--- src/rtl/clz_denormalizer.sv ---
// Restores an operand from a normalized mantissa and its leading-zero count
// with a logical right shift, split across three valid/ready pipeline stages.
module clz_denormalizer #(
  parameter int DATA_WIDTH = 32,
  parameter int CNT_WIDTH  = 6,
  parameter int TAG_WIDTH  = 4
) (
  input  logic                  i_clk,
  input  logic                  i_rst,
  input  logic                  i_valid,
  output logic                  o_ready,
  input  logic [DATA_WIDTH-1:0] i_mant,
  input  logic [CNT_WIDTH-1:0]  i_count,
  input  logic [TAG_WIDTH-1:0]  i_tag,
  output logic                  o_valid,
  input  logic                  i_ready,
  output logic [DATA_WIDTH-1:0] o_data,
  output logic [TAG_WIDTH-1:0]  o_tag,
  output logic                  o_sticky,
  output logic                  o_error,
  output logic                  o_unnorm
);

  // One enable moves every stage at once; bubbles travel with the data.
  logic en;
  assign en      = ~o_valid | i_ready;
  assign o_ready = en;

  logic                  s1_valid;
  logic [DATA_WIDTH-1:0] s1_data;
  logic [3:0]            s1_cnt;
  logic                  s1_sticky;
  logic                  s1_err;
  logic                  s1_unnorm;
  logic [TAG_WIDTH-1:0]  s1_tag;

  logic                  s2_valid;
  logic [DATA_WIDTH-1:0] s2_data;
  logic [1:0]            s2_cnt;
  logic                  s2_sticky;
  logic                  s2_err;
  logic                  s2_unnorm;
  logic [TAG_WIDTH-1:0]  s2_tag;

  logic [DATA_WIDTH-1:0] s1_data_d;
  logic [3:0]            s1_cnt_d;
  logic                  s1_sticky_d;
  logic                  s1_err_d;
  logic                  s1_unnorm_d;

  // Counts of 32 and above flush the whole mantissa here and kill later shifts.
  always_comb begin
    s1_err_d    = i_count[5] & (|i_count[4:0]);
    s1_unnorm_d = ~i_count[5] & ~i_mant[DATA_WIDTH-1];
    s1_data_d   = i_mant;
    s1_sticky_d = 1'b0;
    s1_cnt_d    = i_count[3:0];
    if (i_count[5]) begin
      s1_data_d   = '0;
      s1_sticky_d = |i_mant;
      s1_cnt_d    = 4'd0;
    end else if (i_count[4]) begin
      s1_data_d   = {16'b0, i_mant[31:16]};
      s1_sticky_d = |i_mant[15:0];
    end
  end

  always_ff @(posedge i_clk) begin
    if (i_rst) begin
      s1_valid  <= 1'b0;
      s1_data   <= '0;
      s1_cnt    <= 4'd0;
      s1_sticky <= 1'b0;
      s1_err    <= 1'b0;
      s1_unnorm <= 1'b0;
      s1_tag    <= '0;
    end else if (en) begin
      s1_valid <= i_valid;
      if (i_valid) begin
        s1_data   <= s1_data_d;
        s1_cnt    <= s1_cnt_d;
        s1_sticky <= s1_sticky_d;
        s1_err    <= s1_err_d;
        s1_unnorm <= s1_unnorm_d;
        s1_tag    <= i_tag;
      end
    end
  end

  logic [DATA_WIDTH-1:0] s2_data_d;
  logic                  s2_sticky_d;

  always_comb begin
    s2_data_d   = s1_data;
    s2_sticky_d = s1_sticky;
    if (s1_cnt[3]) begin
      s2_sticky_d = s2_sticky_d | (|s2_data_d[7:0]);
      s2_data_d   = {8'b0, s2_data_d[31:8]};
    end
    if (s1_cnt[2]) begin
      s2_sticky_d = s2_sticky_d | (|s2_data_d[3:0]);
      s2_data_d   = {4'b0, s2_data_d[31:4]};
    end
  end

  always_ff @(posedge i_clk) begin
    if (i_rst) begin
      s2_valid  <= 1'b0;
      s2_data   <= '0;
      s2_cnt    <= 2'd0;
      s2_sticky <= 1'b0;
      s2_err    <= 1'b0;
      s2_unnorm <= 1'b0;
      s2_tag    <= '0;
    end else if (en) begin
      s2_valid <= s1_valid;
      if (s1_valid) begin
        s2_data   <= s2_data_d;
        s2_cnt    <= s1_cnt[1:0];
        s2_sticky <= s2_sticky_d;
        s2_err    <= s1_err;
        s2_unnorm <= s1_unnorm;
        s2_tag    <= s1_tag;
      end
    end
  end

  logic [DATA_WIDTH-1:0] s3_data_d;
  logic                  s3_sticky_d;

  always_comb begin
    s3_data_d   = s2_data;
    s3_sticky_d = s2_sticky;
    if (s2_cnt[1]) begin
      s3_sticky_d = s3_sticky_d | (|s3_data_d[1:0]);
      s3_data_d   = {2'b0, s3_data_d[31:2]};
    end
    if (s2_cnt[0]) begin
      s3_sticky_d = s3_sticky_d | s3_data_d[0];
      s3_data_d   = {1'b0, s3_data_d[31:1]};
    end
  end

  // Output registers keep their last result while the output is empty or stalled.
  always_ff @(posedge i_clk) begin
    if (i_rst) begin
      o_valid  <= 1'b0;
      o_data   <= '0;
      o_tag    <= '0;
      o_sticky <= 1'b0;
      o_error  <= 1'b0;
      o_unnorm <= 1'b0;
    end else if (en) begin
      o_valid <= s2_valid;
      if (s2_valid) begin
        o_data   <= s3_data_d;
        o_tag    <= s2_tag;
        o_sticky <= s3_sticky_d;
        o_error  <= s2_err;
        o_unnorm <= s2_unnorm;
      end
    end
  end

endmodule

--- config.mk ---
export PLATFORM = sky130hd
export DESIGN_NAME = clz_denormalizer
export DESIGN_NICKNAME = d
export VERILOG_FILES = /design/src/rtl/clz_denormalizer.sv
export SDC_FILE = /design/constraint.sdc
export NUM_CORES = 1
export LEC_CHECK = 0
export CORE_UTILIZATION = 50
export CTS_CLUSTER_SIZE = 30
export DETAILED_ROUTE_END_ITERATION = 10
export GPL_TIMING_DRIVEN = 0
export PLACE_DENSITY_LB_ADDON = 0.12
export SKIP_LAST_GASP = 1
export SLEW_MARGIN = 20
export SYNTH_ARGS = -nofsm -noshare
export SYNTH_HDL_FRONTEND = slang
export SYNTH_SLANG_ARGS = --single-unit
--- constraint.sdc ---
create_clock -name i_clk -period 1.4 [get_ports i_clk]
set_clock_uncertainty 0.1 [all_clocks]
set_input_delay 0.21 -clock i_clk [delete_from_list [all_inputs] [get_ports i_clk]]
set_output_delay 0.21 -clock i_clk [all_outputs]
set_load 0.02 [all_outputs]
==> out/summary.txt <==
result of the run: finished, violations left
failing checks: setup timing
starting density of the core: 0.514
setup repair after global routing missed its margin: true
Hold WC Path Type: in -> reg
Pwr per Cell Area: 1040 nW/um2
type of element capturing the critical path: flop
Setup Total Neg Slack: -13510 ps
sequential share of power: 0.385
shortest clock period the worst path allows after layout: 1620 ps
die width: 113 um
grt total ovfl: 0
global placement routability congestion: 0.929
share of the clock period used by the worst path after layout: 1.16
cell leakage power: 0.00342 uW
global-route wire length before repair: 29500 um
upper clock frequency limit: 617 MHz
largest net degree at the start of global routing: 17
Final nets: 885
synthesis-to-finish area growth: 53.9%
post-DR vias/cell: 6.08
H-tree levels: 4
final non-filler cell area: 9540 um2
maximum capacitance violations: 0
maximum number of buffers from clock root to sink: 2
count of different cell masters after synthesis: 37
share of layout cells above drive strength 1: 0.406
WS Path Type: reg -> reg
Row Count: 40
overall via count from detail_route: 6198
startpoint type of the worst setup path: flop
non-filler cells in the finished layout: 1020
share of the synthesized area in the top cell type: 0.407
clock transition time at the flip-flop clock pins of the worst setup and hold paths: 60 ps
number of design-rule violations left by the first detailed-router iteration: 489
number of buffers added on ports: 84
instance area after placement: 7320 um2
most area-consuming cells after synthesis: sky130_fd_sc_hd__dfxtp_1, sky130_fd_sc_hd__mux4_2, sky130_fd_sc_hd__nand2_1
post-layout utilization of the core: 0.791
commonest cells in the synthesized netlist: sky130_fd_sc_hd__nand2_1, sky130_fd_sc_hd__dfxtp_1, sky130_fd_sc_hd__a21oi_1
WP data arrival: 1800 ps
Seq/Total Area, Yosys: 0.407
Seq cells post-synth: 126
half-perimeter wire length of the detailed placement result: 12400 um
ANT nets after route: 0
Antenna Cells: 0
internal power summed over all cells: 7440 uW
final number of setup-violating endpoints: 118
clock tree from TritonCTS: yes
detailed-route wire length: 22200 um
Die Span Y: 113 um
clock insertion delay at the later pin of the skew report: 430 ps
number of cells after detailed placement: 927
antenna violations before repair: 0
post-detailed-route wirelength per cell: 21.8 um
Remaining DRCs: 0
slack of the critical path: -220 ps
relative contribution of combinational cells to total power: 0.135
final number of hold-violating endpoints: 0
Worst Hold Slack: 259 ps
predominant post-synthesis flop cell: sky130_fd_sc_hd__dfxtp_1
number of flops mapped to enable cells by yosys: 0
most numerous cell in the Yosys netlist: sky130_fd_sc_hd__nand2_1
cell at the root of the clock tree: sky130_fd_sc_hd__clkbuf_16
via count of the first global-routing pass: 5664
number of slew-limit violations in the final report: 0
share of async-settable or async-resettable flops after synthesis: 0
switching power total: 2440 uW
post-synth design cell area: 6200 um2
clock share of power: 0.481
number of buffers created by CTS: 17
number of warnings reported in the yosys synthesis log: 0
core outline area: 12100 um2
overall routing resource usage: 0.302
maximum net fanout on the critical path: 6
switching part of the total: 0.247
Post-Syn Instances: 675
average size of a mapped cell: 9.18 um2
post-synth top area cell: sky130_fd_sc_hd__dfxtp_1
headroom to the max-slew limit: 0.437
critical path data required time: 1580 ps
TritonCTS sink count: 126
syn nets: 721
area enclosed by the die boundary: 12800 um2
maximum vdd drop: 703 uV
Pre-Repair DR Iteration Count: 8
IO Count: 87
slew of the pin with the lowest slew margin: 844 ps
logic make-up (layout without fill, tap and decap cells):
family	Yosys count	count (layout)	synth area share
buffers and inverters	59	236	0.0573
muxes	97	97	0.245
DFF	126	126	0.407
AOI/OAI and AO/OA	116	116	0.103
and+or+nand+nor	277	277	0.188
layer usage:
| metal | track usage | up-vias | share of wire |
|---|---|---|---|
| met5 | 0 | - | 0 |
| met4 | 0.152 | 0 | 0.056 |
| met3 | 0.0578 | 124 | 0.076 |
| met2 | 0.520 | 385 | 0.51 |
| met1 | 0.362 | 2961 | 0.36 |
| li1 | - | 2728 | - |
layout by cell type, fill, tap and decap left out, drive strengths merged:
master           n
a21o             1
clkinv           5
a221oi           1
clkdlybuf4s50   43
bufinv           4
nand3b           5
a211oi           5
and2             3
mux2i           48
clkbuf          50
nand3           21
o41ai            1
a2111oi          1
nand4            1
nand2          168
o21ai            1
clkinvlp         3
or3              1
a21oi           97
dfxtp          126
mux4            43
mux2             6
nor2            58
or4b             1
nor2b            1
clkdlybuf4s15   28
a41oi            1
and2b            1
o21a             1
or4              1
nor4            10
o211ai           7
dlygate4sd2      1
nor3             6
buf            102
layout make-up:
class | count | area (um2)
Buffer | 55 | 526
Clock buffer | 21 | 470
Clock inverter | 11 | 163
Fill cell | 711 | 2520
Inverter | 1 | 8.76
Multi-Input combinational cell | 490 | 4030
Sequential cell | 126 | 2540
Tap cell | 168 | 210
Timing Repair Buffer | 148 | 1590
worst max-delay path: stages (launching register included):
cell                      delay [ps]
sky130_fd_sc_hd__dfxtp_2         360
sky130_fd_sc_hd__buf_8           160
sky130_fd_sc_hd__buf_8           140
sky130_fd_sc_hd__buf_6           110
sky130_fd_sc_hd__buf_6            90
sky130_fd_sc_hd__mux2i_2         220
sky130_fd_sc_hd__nor2_1           60
sky130_fd_sc_hd__mux2i_1         170
sky130_fd_sc_hd__nor2_1           70
final timing paths:
| kind | start | to | slack, ps | depth (start not counted) |
|---|---|---|---|---|
| worst min-delay path | i_tag[0] | s1_tag[0]$_SDFFE_PP0P_ | 260 | 3 |
| worst min register to register | o_data[20]$_SDFFE_PP0P_ | o_data[20]$_SDFFE_PP0P_ | 350 | 2 |
| worst max-delay path | s2_cnt[0]$_SDFFE_PP0P_ | o_data[30]$_SDFFE_PP0P_ | -220 | 8 |
| worst max register to register | s2_cnt[0]$_SDFFE_PP0P_ | o_data[30]$_SDFFE_PP0P_ | -220 | 8 |
metrics by stage:
stage,setup WS [ps],power [uW]
2_1_floorplan,-42.5,4360
3_3_place_gp,-463,4680
3_5_place_dp,-519,4700
4_1_cts,-198,9560
5_1_grt,-284,10100
6_report,-220,9880
flip-flops by register name, summed over array words and instances, names as in the netlist:
register and count:
o_data 32, o_error 1, o_sticky 1, o_tag 4, o_unnorm 1, o_valid 1, s1_cnt 4, s1_data 32
s1_err 1, s1_sticky 1, s1_tag 4, s1_unnorm 1, s1_valid 1, s2_cnt 2, s2_data 32, s2_err 1
s2_sticky 1, s2_tag 4, s2_unnorm 1, s2_valid 1
power by group through the flow:
stage          registers [uW]  clock network, uW  logic, uW
2_1_floorplan            3810                  0        542
4_1_cts                  3780               4690       1100
5_1_grt                  3800               4880       1390
3_3_place_gp             3840                  0        837
3_5_place_dp             3840                  0        853
6_report                 3800               4750       1330
repair_timing:
item | 4_1_cts | 5_1_grt
buffers inserted | 30 | 25
hold endpoints to repair | 0 | 0
hold buffers | 0 | 0
cloned | 10 | 3
endpoints found under the setup margin | 150 | 158
gates resized for setup | 188 | 182
pin swaps | 74 | 81
(Power assumes the default switching activity.)
